### src/rtl/zone_scheduler.sv
// -----------------------------------------------------------------------------
// zone_scheduler
//
// Loads a small irrigation schedule from an external line parser and then
// drives one valve at a time from the current time of day.
//
// A load pulse starts a fetch. The block holds read_next_line high and
// captures NUM_LINES parsed lines into a four-entry zone table. It then
// idles for one gap cycle and enters RUN. In RUN the lowest-index zone whose
// [start, stop) window contains cur_time gets its valve bit set. Only one
// valve is ever open at a time, because there is a single pump.
//
// Optional feature (macro ZONE_SCHED_TIMEOUT_EN):
//   When the macro is defined, the fetch gives up after FETCH_TIMEOUT cycles
//   with no data_valid. It raises err and runs with the lines captured so far.
//   When the macro is undefined, the fetch waits for data_valid forever.
//
// Ports:
//   clk            in   rising-edge clock
//   rst            in   synchronous active-high reset
//   load           in   one-cycle pulse: start / restart a schedule load
//   cur_time       in   [31:0] current time of day
//   read_next_line out  request to the parser, high while fetching
//   data_valid     in   parser strobe for zone/start_time/stop_time
//   zone           in   [1:0] zone index of the parsed line
//   start_time     in   [31:0] on-time of the parsed line
//   stop_time      in   [31:0] off-time of the parsed line (exclusive)
//   valve          out  [3:0] one-hot valve drive
//   busy           out  high while fetching
//   load_done      out  one-cycle pulse on the first RUN cycle
//   err            out  sticky error (bad line or fetch timeout)
// -----------------------------------------------------------------------------
module zone_scheduler #(
    parameter int NUM_LINES     = 4,
    parameter int FETCH_TIMEOUT = 64
) (
    input  logic        clk,
    input  logic        rst,
    input  logic        load,
    input  logic [31:0] cur_time,
    output logic        read_next_line,
    input  logic        data_valid,
    input  logic [1:0]  zone,
    input  logic [31:0] start_time,
    input  logic [31:0] stop_time,
    output logic [3:0]  valve,
    output logic        busy,
    output logic        load_done,
    output logic        err
);

    // Reject out-of-range parameter values when the design is elaborated.
    if (NUM_LINES < 1 || NUM_LINES > 16 || FETCH_TIMEOUT < 1) begin : g_param_check
        $error("zone_scheduler: parameter out of range");
    end

    typedef enum logic [1:0] {
        S_IDLE  = 2'd0,
        S_FETCH = 2'd1,
        S_GAP   = 2'd2,
        S_RUN   = 2'd3
    } state_t;

    localparam logic [4:0] LAST_LINE = 5'(NUM_LINES - 1);

    state_t      state_q, state_d;
    logic [4:0]  line_cnt_q, line_cnt_d;
    logic        err_q, err_d;
    logic [3:0]  valve_q, valve_d;
    logic        load_done_q, load_done_d;
    logic [3:0]  en_q, en_d;
    logic [31:0] start_q [4];
    logic [31:0] stop_q  [4];

    logic        capture;
    logic        last_line;
    logic        timeout_hit;
    logic        entry_ok;
    logic [3:0]  eligible;
    logic [3:0]  grant;

    // A load in the same cycle as data_valid restarts the fetch.
    // The line is then dropped instead of being captured.
    assign capture   = (state_q == S_FETCH) && data_valid && !load;
    assign last_line = (line_cnt_q == LAST_LINE);
    assign entry_ok  = (start_time < stop_time);

`ifdef ZONE_SCHED_TIMEOUT_EN
    localparam int TMO_W = $clog2(FETCH_TIMEOUT + 1);
    localparam logic [TMO_W-1:0] TMO_LAST = TMO_W'(FETCH_TIMEOUT - 1);

    logic [TMO_W-1:0] tmo_q, tmo_d;

    // Counts idle cycles since FETCH entry or since the last data_valid.
    // It reaches its limit on the FETCH_TIMEOUT-th consecutive idle cycle.
    assign timeout_hit = (state_q == S_FETCH) && !load && !data_valid && (tmo_q == TMO_LAST);

    always_comb begin
        tmo_d = '0;
        if (state_q == S_FETCH && !load && !data_valid) begin
            tmo_d = tmo_q + 1'b1;
        end
    end

    always_ff @(posedge clk) begin
        if (rst) begin
            tmo_q <= '0;
        end else begin
            tmo_q <= tmo_d;
        end
    end
`else
    assign timeout_hit = 1'b0;
`endif

    // Zone z is eligible when it is enabled and start <= cur_time < stop.
    for (genvar gi = 0; gi < 4; gi++) begin : g_elig
        assign eligible[gi] = en_q[gi] && (start_q[gi] <= cur_time) && (cur_time < stop_q[gi]);
    end

    // Keep only the lowest set bit, so the lowest-index eligible zone wins the pump.
    assign grant = eligible & (~eligible + 4'd1);

    // ---------------------------------------------------------------- FSM: state register
    always_ff @(posedge clk) begin
        if (rst) begin
            state_q <= S_IDLE;
        end else begin
            state_q <= state_d;
        end
    end

    // ---------------------------------------------------------------- FSM: next state
    always_comb begin
        state_d = state_q;
        case (state_q)
            S_IDLE: begin
                if (load) state_d = S_FETCH;
            end
            S_FETCH: begin
                if (load) begin
                    state_d = S_FETCH;
                end else if ((capture && last_line) || timeout_hit) begin
                    state_d = S_GAP;
                end
            end
            S_GAP: begin
                state_d = load ? S_FETCH : S_RUN;
            end
            S_RUN: begin
                state_d = load ? S_FETCH : S_RUN;
            end
            default: state_d = S_IDLE;
        endcase
    end

    // ---------------------------------------------------------------- FSM: outputs
    always_comb begin
        read_next_line = 1'b0;
        busy           = 1'b0;
        if (state_q == S_FETCH) begin
            read_next_line = 1'b1;
            busy           = 1'b1;
        end
    end

    assign valve     = valve_q;
    assign load_done = load_done_q;
    assign err       = err_q;

    // ---------------------------------------------------------------- datapath next state
    always_comb begin
        line_cnt_d  = line_cnt_q;
        err_d       = err_q;
        en_d        = en_q;
        valve_d     = 4'b0000;
        load_done_d = 1'b0;
        if (load) begin
            // Any load starts a fresh table.
            // The start/stop words are stale but harmless while en is clear.
            line_cnt_d = '0;
            err_d      = 1'b0;
            en_d       = 4'b0000;
        end else begin
            if (capture) begin
                line_cnt_d = line_cnt_q + 5'd1;
                en_d[zone] = entry_ok;
                if (!entry_ok) err_d = 1'b1;
            end
            if (timeout_hit) err_d = 1'b1;
            if (state_q == S_GAP) load_done_d = 1'b1;
            if (state_q == S_RUN) valve_d = grant;
        end
    end

    always_ff @(posedge clk) begin
        if (rst) begin
            line_cnt_q  <= '0;
            err_q       <= 1'b0;
            en_q        <= 4'b0000;
            valve_q     <= 4'b0000;
            load_done_q <= 1'b0;
        end else begin
            line_cnt_q  <= line_cnt_d;
            err_q       <= err_d;
            en_q        <= en_d;
            valve_q     <= valve_d;
            load_done_q <= load_done_d;
        end
    end

    // Table words carry no reset.
    // An entry only matters once its en bit has been set by a capture.
    always_ff @(posedge clk) begin
        if (capture) begin
            start_q[zone] <= start_time;
            stop_q[zone]  <= stop_time;
        end
    end

endmodule

### config.mk
export PLATFORM = sky130hd
export DESIGN_NAME = zone_scheduler
export DESIGN_NICKNAME = d
export VERILOG_FILES = /design/src/rtl/zone_scheduler.sv
export SDC_FILE = /design/constraint.sdc
export NUM_CORES = 1
export LEC_CHECK = 0
export ABC_AREA = 1
export CAP_MARGIN = 15
export CORE_UTILIZATION = 55
export DETAILED_ROUTE_END_ITERATION = 8
export PLACE_DENSITY = 0.75
export SYNTH_ARGS = -nofsm -noshare
export SYNTH_HDL_FRONTEND = slang
export SYNTH_SLANG_ARGS = --single-unit
### constraint.sdc
create_clock -name clk -period 11.38 [get_ports clk]
set_clock_uncertainty 0.1 [all_clocks]
set_input_delay 2.276 -clock clk [delete_from_list [all_inputs] [get_ports clk]]
set_output_delay 2.276 -clock clk [all_outputs]
set_load 0.02 [all_outputs]
Word level (Yosys, flattened, before mapping)
Memory sizes are Yosys's and may differ from the RTL's.
Cells that the tools add are included.
{"block": "totals", "ff_bits": 17, "ram_bits": 256, "in_bits": 102, "out_inout_bits": 8, "mem_count": 2}
{"name": "start_q", "depth": 4, "word_bits": 32, "read_ports": 4, "rd_ports_with_merged_regs": 0, "write_ports": 1, "line": "72", "rtl": "logic [31:0] start_q [4];"}
{"name": "stop_q", "depth": 4, "word_bits": 32, "read_ports": 4, "rd_ports_with_merged_regs": 0, "write_ports": 1, "line": "73", "rtl": "logic [31:0] stop_q [4];"}
{"block": "classes", "addsub": 2, "n_lt_le_gt_ge": 11, "n_eq_ne": 6, "muxes": 12, "bitwise_logic": 4, "reduce_logical": 19}
{"op": "< comparator 32 bit", "n": 5}
{"op": "less-or-equal comparator 32 bit", "n": 4}
{"op": "logical AND 1 bit", "n": 12}
{"op": "2-to-1 mux 2 bit", "n": 4}
{"op": "one-hot mux 2 bit (3 select lines)", "n": 1}
{"op": "adder 5 x 1 -> 5 bit, second input constant", "n": 1}
{"op": "== test 5 x 2 -> 1 bit, second input constant", "n": 1}
{"op": "2-to-1 mux 1 bit", "n": 5}
{"op": "adder 4 x 1 -> 4 bit, second input constant", "n": 1}
{"op": "AND 4 bit", "n": 1}
{"op": "bitwise mux 4 bit", "n": 1}
{"op": "== test 2 bit, second input constant", "n": 2}
{"op": "NOT 4 bit", "n": 1}
{"op": "AND reduction 2 bit", "n": 2}
{"op": "OR reduction 2 bit", "n": 2}
{"op": "< comparator 2 x 3 -> 1 bit, second input constant", "n": 1}
{"op": "!= test 3 x 2 -> 1 bit, second input constant", "n": 1}
{"op": "OR reduction 3 bit", "n": 1}
{"op": "demux 1 bit (select 2 bit)", "n": 1}
{"op": "== test 2 x 1 -> 1 bit, second input constant", "n": 1}
{"op": "greater-or-equal comparator 2 x 1 -> 1 bit, second input constant", "n": 1}
{"op": "logical NOT 2 bit", "n": 1}
{"op": "!= test 2 bit, second input constant", "n": 1}
{"op": "NOT 1 bit", "n": 2}
{"op": "logical NOT 1 bit", "n": 1}

Longest topological paths before layout
{"block": "depth", "ltp_word": 7, "depth_mapped": 17}

Worst setup path before layout
No wires, ideal clock.
{"block": "synth_timing", "path_kind": "in2reg", "start": "input port load", "end": "register en_q[2]", "arrival_ns": 5.548, "setup_slack_ns": 5.652, "cell_stages": 7, "path_cell_list": "inv_1 nand2_2 nor2_4 inv_2 nor3_2 o21ai_0 a21oi_1"}
{"block": "synth_via", "elab_chain_len": 2, "elab_cells_between_ends": 3, "classes_between": "3 x reduce/logical"}
{"element": "from (decl)", "line": "39", "rtl": "input logic load,"}
{"element": "logical NOT 1 bit", "line": "84", "rtl": "assign capture = (state_q == S_FETCH) && data_valid && !load;"}
{"element": "logical AND 1 bit", "line": "84"}
{"element": "to (signal assigned)", "line": "206", "rtl": "en_q <= en_d;"}
{"element": "to (decl)", "line": "71", "rtl": "logic [3:0] en_q, en_d;"}
Parallel ways exist; a longest one is shown, timed or not.
A chain may end at the register's enable or synchronous reset.

Final worst setup path
{"block": "layout_timing", "start": "input port cur_time[23]", "end": "register valve_q[1], in the netlist valve[1]"}
{"block": "layout_via", "elab_chain_len": 6, "elab_cells_between_ends": 11, "classes_between": "1 x add/sub; 4 x order compare; 2 x bitwise; 4 x reduce/logical"}
{"element": "from (decl)", "line": "40", "rtl": "input logic [31:0] cur_time,"}
{"element": "less-or-equal comparator 32 bit", "line": "118", "rtl": "assign eligible[gi] = en_q[gi] && (start_q[gi] <= cur_time) && (cur_time < stop_q[gi]);"}
{"element": "logical AND 1 bit (2 in series)", "line": "118"}
{"element": "NOT 4 bit", "line": "122", "rtl": "assign grant = eligible & (~eligible + 4'd1);"}
{"element": "adder 4 x 1 -> 4 bit", "line": "122"}
{"element": "AND 4 bit (*)", "line": "122"}
{"element": "to (signal assigned)", "line": "207", "rtl": "valve_q <= valve_d;"}
{"element": "to (decl)", "line": "69", "rtl": "logic [3:0] valve_q, valve_d;"}
Mark *: on every way between the ends. The rest lies on a longest branch, timed or not.

==> impl_results.md <==
- Status: finished clean
- GR Overflow Total: 0
- Post-Syn Area: between 15,000 and 20,000 sq um
- Antenna viol nets, final: 0
- Setup TNS Final: 0 ns
- Fmax: 238 MHz
- Switch share: 0.226
- Combinational share of power: 0.096
- Antenna diodes: 0
- Top cell type by total area after synthesis: edfxtp_1
- Total wire length: 33,600 um
- Commonest non-fill, non-tap cell in the layout: ha_1
- Fin nets: 1,951
- Initial antenna violation count: 0
- Layout cell share with drive strength beyond 1: 0.0453
- Yosys top cell area share: 0.499
- Clock Tree Buf Depth: 3
- Critical path's largest stage delay: 0.59 ns
- Crit path capture type: flip-flop
- Worst path slowest cell: clkdlybuf4s50_1
- Endpoints failing hold: 0
- #FFs+latches synth: about 270
- Total number of vias: 10.4k
- Slew margin rel.: 0.314
- Placer's final routability congestion estimate: 0.856
- Pre-Repair DR Iteration Count: 8
- Syn nets: 1,807
- Post-CTS resize count: 0
- Min-delay src: err
- Mapped Avg Cell Area: about 11 sq um
- Die area: approximately 29,000 sq um
- Critical path type: input pin to flip-flop
- DRC viols: 0
- Largest net degree at the start of global routing: 67
- Reg2reg start: state_q[0]
- Ys flop type: edfxtp_1
- Die X: 169 um
- Vias in the first global route: 10.6k
- First-pass GRT wire length: 54,400 um
- Pwr dens: 129 nW/um^2
- Switch Pwr: 524 uW
- Post-Synthesis Cells: 1,421
- FF-to-FF path depth: 9
- RSZ-0062 raised after global routing: false
- CTS tree: built
- P_int: between 1.5 and 2 mW
- IO Count: 110
- Clock transition at path regs: approximately 0.06 ns
- Sequential share of power: 0.479
- Clock network fraction of total power: 0.425
- WP data arrival: 4.55 ns
- Num rows: 60
- Hold WC Path Type: flip-flop to flip-flop
- Period utilization: 0.369
- Most frequent cells in the layout: 284 x ha_1, 256 x edfxtp_1, 246 x nand2_1, 245 x inv_1, 135 x a21oi_1
- Minimum clock period: 4.20 ns
- Final Max Slew Viols: 0
- Detailed-route wire length per cell: between 15 and 20 um
- DRT iter0 DRCs: ~830
- CTS Hold Bufs: 0
- Crit path from: cur_time[23]
- MaxCap Viol Count: 0
- Num CTS Buffers: 30
- # fillers: between 2k and 2.5k
- Worst path most repeated cell: nand2_1
- CP Max Fanout: 5
- Hold Crit Depth: 2
- Area contributors post-synth: edfxtp_1 50%, ha_1 23%, nand2_1 6.0%
- CP startpoint kind: input pin
- Port bufs: 109
- Worst hold slack: 0.368 ns
- Area delta synth->final: 17.0%
- WP data required: roughly 12 ns
- Via/cell ratio: about 5.3
- Leak: 8.02 nW
- Ys Warns: 0
- Unique cell type count in the Yosys netlist: 33
- FFs w/ async S/R, synth: 0
- Critical-path cell list: clkdlybuf4s50_1, inv_1, ha_1, nand2_1, nor2_1, nand2_1, nor3_1, nand4_1, nand2_1, nand3_4, nand2_1, nor2_1
- Clock sink count: roughly 270
- Setup Fix Bufs, Post-CTS: 0
- Clk Latency, worst-skew pair: 0.56 ns
- Htree depth: 1
- Endpoints failing setup: 0
- Worst-Margin Slew: 1.03 ns
- Die Span Y: 169 um
- Overall routing resource usage: 0.245
- Final HPWL DP: 25,000 um
- Post-synth EDFFs: ~260
- Post-synthesis sequential area ratio: 0.521
- Core ar.: about 27,000 sq um
- Initial Util: 0.567
- Worst vdd ir: 0.000117 V
- Root Driver: clkbuf_16
-- through the flow --
| step | cells | power [mW] | util | area, sq um | setup WS, ns |
|---|---|---|---|---|---|
| 2_1_floorplan | 1421 | 1.25 | - | 15400 | 5.65 |
| 6_report | 1961 | 2.32 | 0.663 | 18000 | 7.18 |
| 4_1_cts | 1961 | 2.33 | 0.663 | 18000 | 7.18 |
| 5_1_grt | 1961 | 2.40 | 0.663 | 18000 | 7.00 |
| 3_3_place_gp | 1905 | 1.34 | 0.626 | 17000 | 6.65 |
| 3_5_place_dp | 1905 | 1.35 | 0.626 | 17000 | 6.61 |
-- metal layers --
layer / routed length [um] / vias to the layer above / track usage / part of all wire
li1: - / 5224 / - / -
met1: 14900 / 4841 / 0.331 / 0.44
met2: 15400 / 314 / 0.402 / 0.46
met3: 2390 / 55 / 0.0431 / 0.071
met4: 947 / 0 / 0.0791 / 0.028
met5: 0 / - / 0 / 0
-- power by group through the flow --
stage                     Combinational, mW  Sequential (mW)  Clock (mW)
after global routing                  0.254             1.11        1.03
after detailed placement              0.222             1.13           0
after global placement                0.212             1.13           0
final                                 0.223             1.11       0.985
after floorplan                       0.117             1.13           0
after CTS                             0.224             1.11       0.997
-- final timing paths --
| kind | end | slack (ns) |
|---|---|---|
| hold / removal | err | 0.37 |
| setup reg to reg | en_q[3] | 8.98 |
| setup / recovery | valve[1] | 7.18 |
| hold reg to reg | err | 0.37 |
-- sequential cells by signal (all words and copies together), names as in the netlist --
signal	cells
start_q	128
stop_q	128
line_cnt_q	5
en_q	4
valve	4
state_q	2
err	1
load_done	1
-- cell families (layout without fill, tap and decap cells) --
family / Yosys count / after routing / synth area share
flops: 273 / 273 / 0.521
fa+ha+maj: 284 / 284 / 0.231
compound gates: 207 / 207 / 0.0731
buf+inv: 256 / 424 / 0.0627
simple gates: 401 / 401 / 0.112
-- final cells by class --
class	count	area (sq um)	share of cell area
clock buffers	41	823	0.0457
inverters	255	957	0.0532
well taps	372	465	0.0258
clock inverters	15	183	0.0101
multi-input cells	892	6430	0.357
flip-flops and latches	273	8030	0.446
repair buffers	113	1120	0.0623
-- worst max-delay path: cells and delay by family --
family	cells	cell delay, ns
adders and majority gates	1	0.33
buffers and inverters	2	0.76
and+or+nand+nor	9	1.19
-- synth_stat cells, types with 2 or more instances --
cell and number:
o2111ai_1 2, nor2_1 72, nor2_4 2, a31oi_1 4, a21oi_1 135, edfxtp_1 256, nor3b_1 2, inv_2 10
nand3_1 25, a211oi_1 2, a21o_1 6, nand2_1 246, ha_1 284, dfxtp_1 17, o21a_1 13, o21ai_1 25
inv_1 245, o21bai_1 5, nor3_1 13, o21ai_0 11, o211ai_1 3, nand2_2 2, nand4_1 26, nor4_1 3
nor3_2 4
Note: power is estimated with default switching activity, not from simulation.
==> edit 1, RTL diff (same settings) <==
Add an input register stage for `cur_time`, `zone`, `start_time` and `stop_time`, with the module's reset; this delays them by one clock. The other inputs are not delayed to match. Comments in the files are not updated.
--- a/src/rtl/zone_scheduler.sv
+++ b/src/rtl/zone_scheduler.sv
@@ -49,6 +49,25 @@
     output logic        err
 );
 
+    logic [31:0] cur_time_q;
+    logic [1:0] zone_q;
+    logic [31:0] start_time_q;
+    logic [31:0] stop_time_q;
+
+    always_ff @(posedge clk) begin
+        if (rst) begin
+            cur_time_q   <= '0;
+            zone_q       <= '0;
+            start_time_q <= '0;
+            stop_time_q  <= '0;
+        end else begin
+            cur_time_q   <= cur_time;
+            zone_q       <= zone;
+            start_time_q <= start_time;
+            stop_time_q  <= stop_time;
+        end
+    end
+
     // Reject out-of-range parameter values when the design is elaborated.
     if (NUM_LINES < 1 || NUM_LINES > 16 || FETCH_TIMEOUT < 1) begin : g_param_check
         $error("zone_scheduler: parameter out of range");
@@ -83,7 +102,7 @@
     // The line is then dropped instead of being captured.
     assign capture   = (state_q == S_FETCH) && data_valid && !load;
     assign last_line = (line_cnt_q == LAST_LINE);
-    assign entry_ok  = (start_time < stop_time);
+    assign entry_ok  = (start_time_q < stop_time_q);
 
 `ifdef ZONE_SCHED_TIMEOUT_EN
     localparam int TMO_W = $clog2(FETCH_TIMEOUT + 1);
@@ -115,7 +134,7 @@
 
     // Zone z is eligible when it is enabled and start <= cur_time < stop.
     for (genvar gi = 0; gi < 4; gi++) begin : g_elig
-        assign eligible[gi] = en_q[gi] && (start_q[gi] <= cur_time) && (cur_time < stop_q[gi]);
+        assign eligible[gi] = en_q[gi] && (start_q[gi] <= cur_time_q) && (cur_time_q < stop_q[gi]);
     end
 
     // Keep only the lowest set bit, so the lowest-index eligible zone wins the pump.
@@ -184,7 +203,7 @@
         end else begin
             if (capture) begin
                 line_cnt_d = line_cnt_q + 5'd1;
-                en_d[zone] = entry_ok;
+                en_d[zone_q] = entry_ok;
                 if (!entry_ok) err_d = 1'b1;
             end
             if (timeout_hit) err_d = 1'b1;
@@ -213,8 +232,8 @@
     // An entry only matters once its en bit has been set by a capture.
     always_ff @(posedge clk) begin
         if (capture) begin
-            start_q[zone] <= start_time;
-            stop_q[zone]  <= stop_time;
+            start_q[zone_q] <= start_time_q;
+            stop_q[zone_q]  <= stop_time_q;
         end
     end
 
Formal check against the unedited RTL: not equivalent (a bounded check fails within 4 cycles, from zero or initial values and one cycle with rst high).
==> edit 1 against the original RTL <==
Non-clock buffer count grew 1; clock power grew 26%; sequential power grew 35%; synthesized area grew 18%; register-to-register slack lost 0.48 ns; cell area grew 17%; sequential cell count grew 98; power grew 28%; wire length grew 8.7%; setup slack lost 0.36 ns.
==> edit 1: results <==
set metrics [dict create \
    status "completed" \
    synthTopCellsByArea "edfxtp_1 42%, ha_1 20%, dfxtp_1 13%, inv_1 7.1%, nand2_1 5.4%" \
    multi_input_area_share_pct 32.4 \
    synth_commonest_cells "341 x inv_1, 284 x ha_1, 260 x nand2_1, 256 x edfxtp_1, 178 x nor2_1" \
    finalWeightedCongestion 0.816 \
    sw_frac_of_total_pct 22.2 \
    timing.critical_path.from "load" \
    peakVddDrop_mv 0.0913 \
    grtUsageTotal_pct 22.4 \
    post_dp_cell_area_um2 19800 \
    reg2reg_depth 7 \
    cts_buffers 39 \
    clock_buffers 58 \
    dr_wl_met2_um 17200 \
    crit_fanout 46 \
    wl_met3_um 1920 \
    use_met1_pct 29.8 \
    min_path_cells 1 \
    rrSetupSlack_ns 8.50 \
    first_pass_iters 5 \
    drt-total-wl_um 36600 \
    synth_ff_type "edfxtp_1" \
    seq_share_pct 47.4 \
    hold-worst-slack_ns 0.357 \
    met1_length_um 16500 \
    synth_cells 1736 \
    drtIter0Drc 759 \
    synthAdderAreaFrac_pct 19.6 \
    buffers_excl_clock 114 \
    htreeDepth 2 \
    min_to "load_done" \
    dp.cells 2280 \
    critPathArrivalTime_ns 4.62 \
    insertion_delay_ns 0.53 \
    synth_cell_types 38 \
    n_fill_cell 2536 \
    synth-compound-area-share_pct 6.31 \
    critical_path.top_delay_family "buffers and inverters" \
    grt_use_met2_pct 37.8 \
    multi_input_cells 1004 \
    crit_slowest_cell "nor3_4" \
    hpwl_um 26400 \
    clock_area_share_pct 5.96 \
    grt_pass1_wl_um 58700 \
    crit_path_max_incr_delay_ns 0.83 \
    p_leak_nw 9.58 \
    combPwrFrac_pct 7.4 \
    dieArea_um2 33700 \
    buf_share_pct 5.35 \
    syn_nets 2122 \
    synth_seq_area_share_pct 55.0 \
    seq_cell_count 371 \
    hp-start "state_q[0]" \
]
edit 1: cell types whose count changed in the layout (fill, tap and decap cells not counted), moves of 4 or more:
cell / unedited run / this run
clkbuf_8: 1 / 5
clkbuf_16: 31 / 41
inv_1: 245 / 341
nand4_1: 26 / 20
dfxtp_1: 17 / 115
nand2_1: 246 / 260
o21ai_0: 11 / 35
nor2_1: 72 / 178
a21oi_1: 135 / 140
o21ai_1: 25 / 6
inv_2: 10 / 6
edit 1: power groups by stage:
stage | combinational, W | sequential (W) | clock (W)
final | 0.000220 | 0.00150 | 0.00124
after detailed placement | 0.000218 | 0.00153 | 0
after CTS | 0.000221 | 0.00150 | 0.00126
after floorplan | 0.000136 | 0.00152 | 0
after global routing | 0.000253 | 0.00151 | 0.00131
after global placement | 0.000205 | 0.00153 | 0
edit 1: metrics by stage:
stage               util, %  worst slack (ns)
finish                 64.7              6.81
detailed placement     60.9              6.23
global placement       60.9              6.31
floorplan                 -              5.72
global route           64.7              6.62
CTS                    64.7              6.77
==> edit 2, RTL diff (config.mk and constraints unchanged) <==
Without the edit above. Build with the macro `ZONE_SCHED_TIMEOUT_EN` defined.
--- a/src/rtl/zone_scheduler.sv
+++ b/src/rtl/zone_scheduler.sv
@@ -30,6 +30,8 @@
 //   load_done      out  one-cycle pulse on the first RUN cycle
 //   err            out  sticky error (bad line or fetch timeout)
 // -----------------------------------------------------------------------------
+`define ZONE_SCHED_TIMEOUT_EN
+
 module zone_scheduler #(
     parameter int NUM_LINES     = 4,
     parameter int FETCH_TIMEOUT = 64
Check against the original RTL: same outputs for any inputs over 4 cycles, from zero or initial values and one cycle with rst high; that may be too few to reach the edited logic, so the function may still have changed.
==> edit 2 against the original RTL <==
Global-route usage decreased by 0.38 points; wire length rose by 1.8%; sequential cell count increased by 7; cell area is 2.3% higher; power rose by 3.5%; register-to-register slack gained 0.05 ns; synthesized area is 2.4% higher; via count rose by 3.1%; utilization down 0.47 points; setup slack got worse by 0.0061 ns.
==> edit 2: results <==
set metrics [dict create \
    synth-edff-count 256 \
    vias_per_cell 5.34 \
    regArea_um2 8170 \
    finalWeightedCongestion 0.881 \
    multi_input_area_share_pct 35.8 \
    peakVddDrop_mv 0.0984 \
    drtIter0Drc 759 \
    p_per_area_nw_per_um2 130 \
    synth_cell_types 41 \
    drt-total-wl_um 34300 \
    dp_slack_ns 6.67 \
    synth_commonest_cells "285 x ha_1, 260 x nand2_1, 258 x inv_1, 256 x edfxtp_1, 135 x a21oi_1" \
    grt_pass1_vias 10772 \
    rrSetupSlack_ns 9.03 \
    grtUsageTotal_pct 24.1 \
    drive_gt1_share_pct 4.76 \
    timing.rr.end "start_q[0][21]" \
    grt_use_met2_pct 40.3 \
    insertion_delay_ns 0.54 \
    p_leak_nw 8.23 \
    syn_nets 1858 \
    reg2reg_depth 7 \
    cp-endpoint "valve[3]" \
    synthAdderAreaFrac_pct 22.6 \
    seq_cell_count 280 \
    synthTopCellsByArea "edfxtp_1 49%, ha_1 23%, nand2_1 6.2%, inv_1 6.1%, a21oi_1 4.3%" \
    clock_area_share_pct 5.83 \
    grt_pass1_wl_um 54500 \
    use_met1_pct 31.9 \
    layout_setup_ws_ns 7.17 \
    post_dp_cell_area_um2 17400 \
    fin_nets 2001 \
    first_pass_iters 5 \
    synth-compound-area-share_pct 7.44 \
    met1_length_um 15000 \
    hpwl_um 25500 \
    synth_area_um2 15800 \
    grt_use_met3_pct 3.89 \
    multi_input_cells 925 \
    wl_met3_um 2220 \
    buf_share_pct 6.08 \
    stdcell_count 2016 \
    status "completed" \
    timing.critical_path.from "cur_time[31]" \
    syn_avg_cell_area_um2 10.7 \
]
[edit 2: cell types whose count changed after synthesis, moves of 5 or more]
cell	unedited run	this run
nand2_1	246	260
inv_2	10	5
nand4_1	26	19
o21ai_0	11	27
dfxtp_1	17	24
inv_1	245	258
nor2_1	72	82
o21ai_1	25	13
[edit 2: worst min path at each step]
stage,start,slack (ns),endpoint,cells past startpoint
after floorplan,tmo_q[0],0.32,tmo_q[0],1
after CTS,tmo_q[0],0.35,tmo_q[0],1
after detailed placement,tmo_q[0],0.34,tmo_q[0],1
after global placement,tmo_q[0],0.33,tmo_q[0],1
final,tmo_q[0],0.35,tmo_q[0],1
after global routing,tmo_q[0],0.37,tmo_q[0],1
[edit 2: power by group]
part	switching [W]	internal, W	total, W
logic	0.000132	0.0000928	0.000225
clock network	0.000397	0.000642	0.00104
registers	0.00000276	0.00113	0.00113
[edit 2: critical path: cells and delay by family]
family                   cells  cell delay, ns
buffers and inverters        2            0.76
adder cells (fa/ha/maj)      1            0.34
AND/OR/NAND/NOR              9            1.16
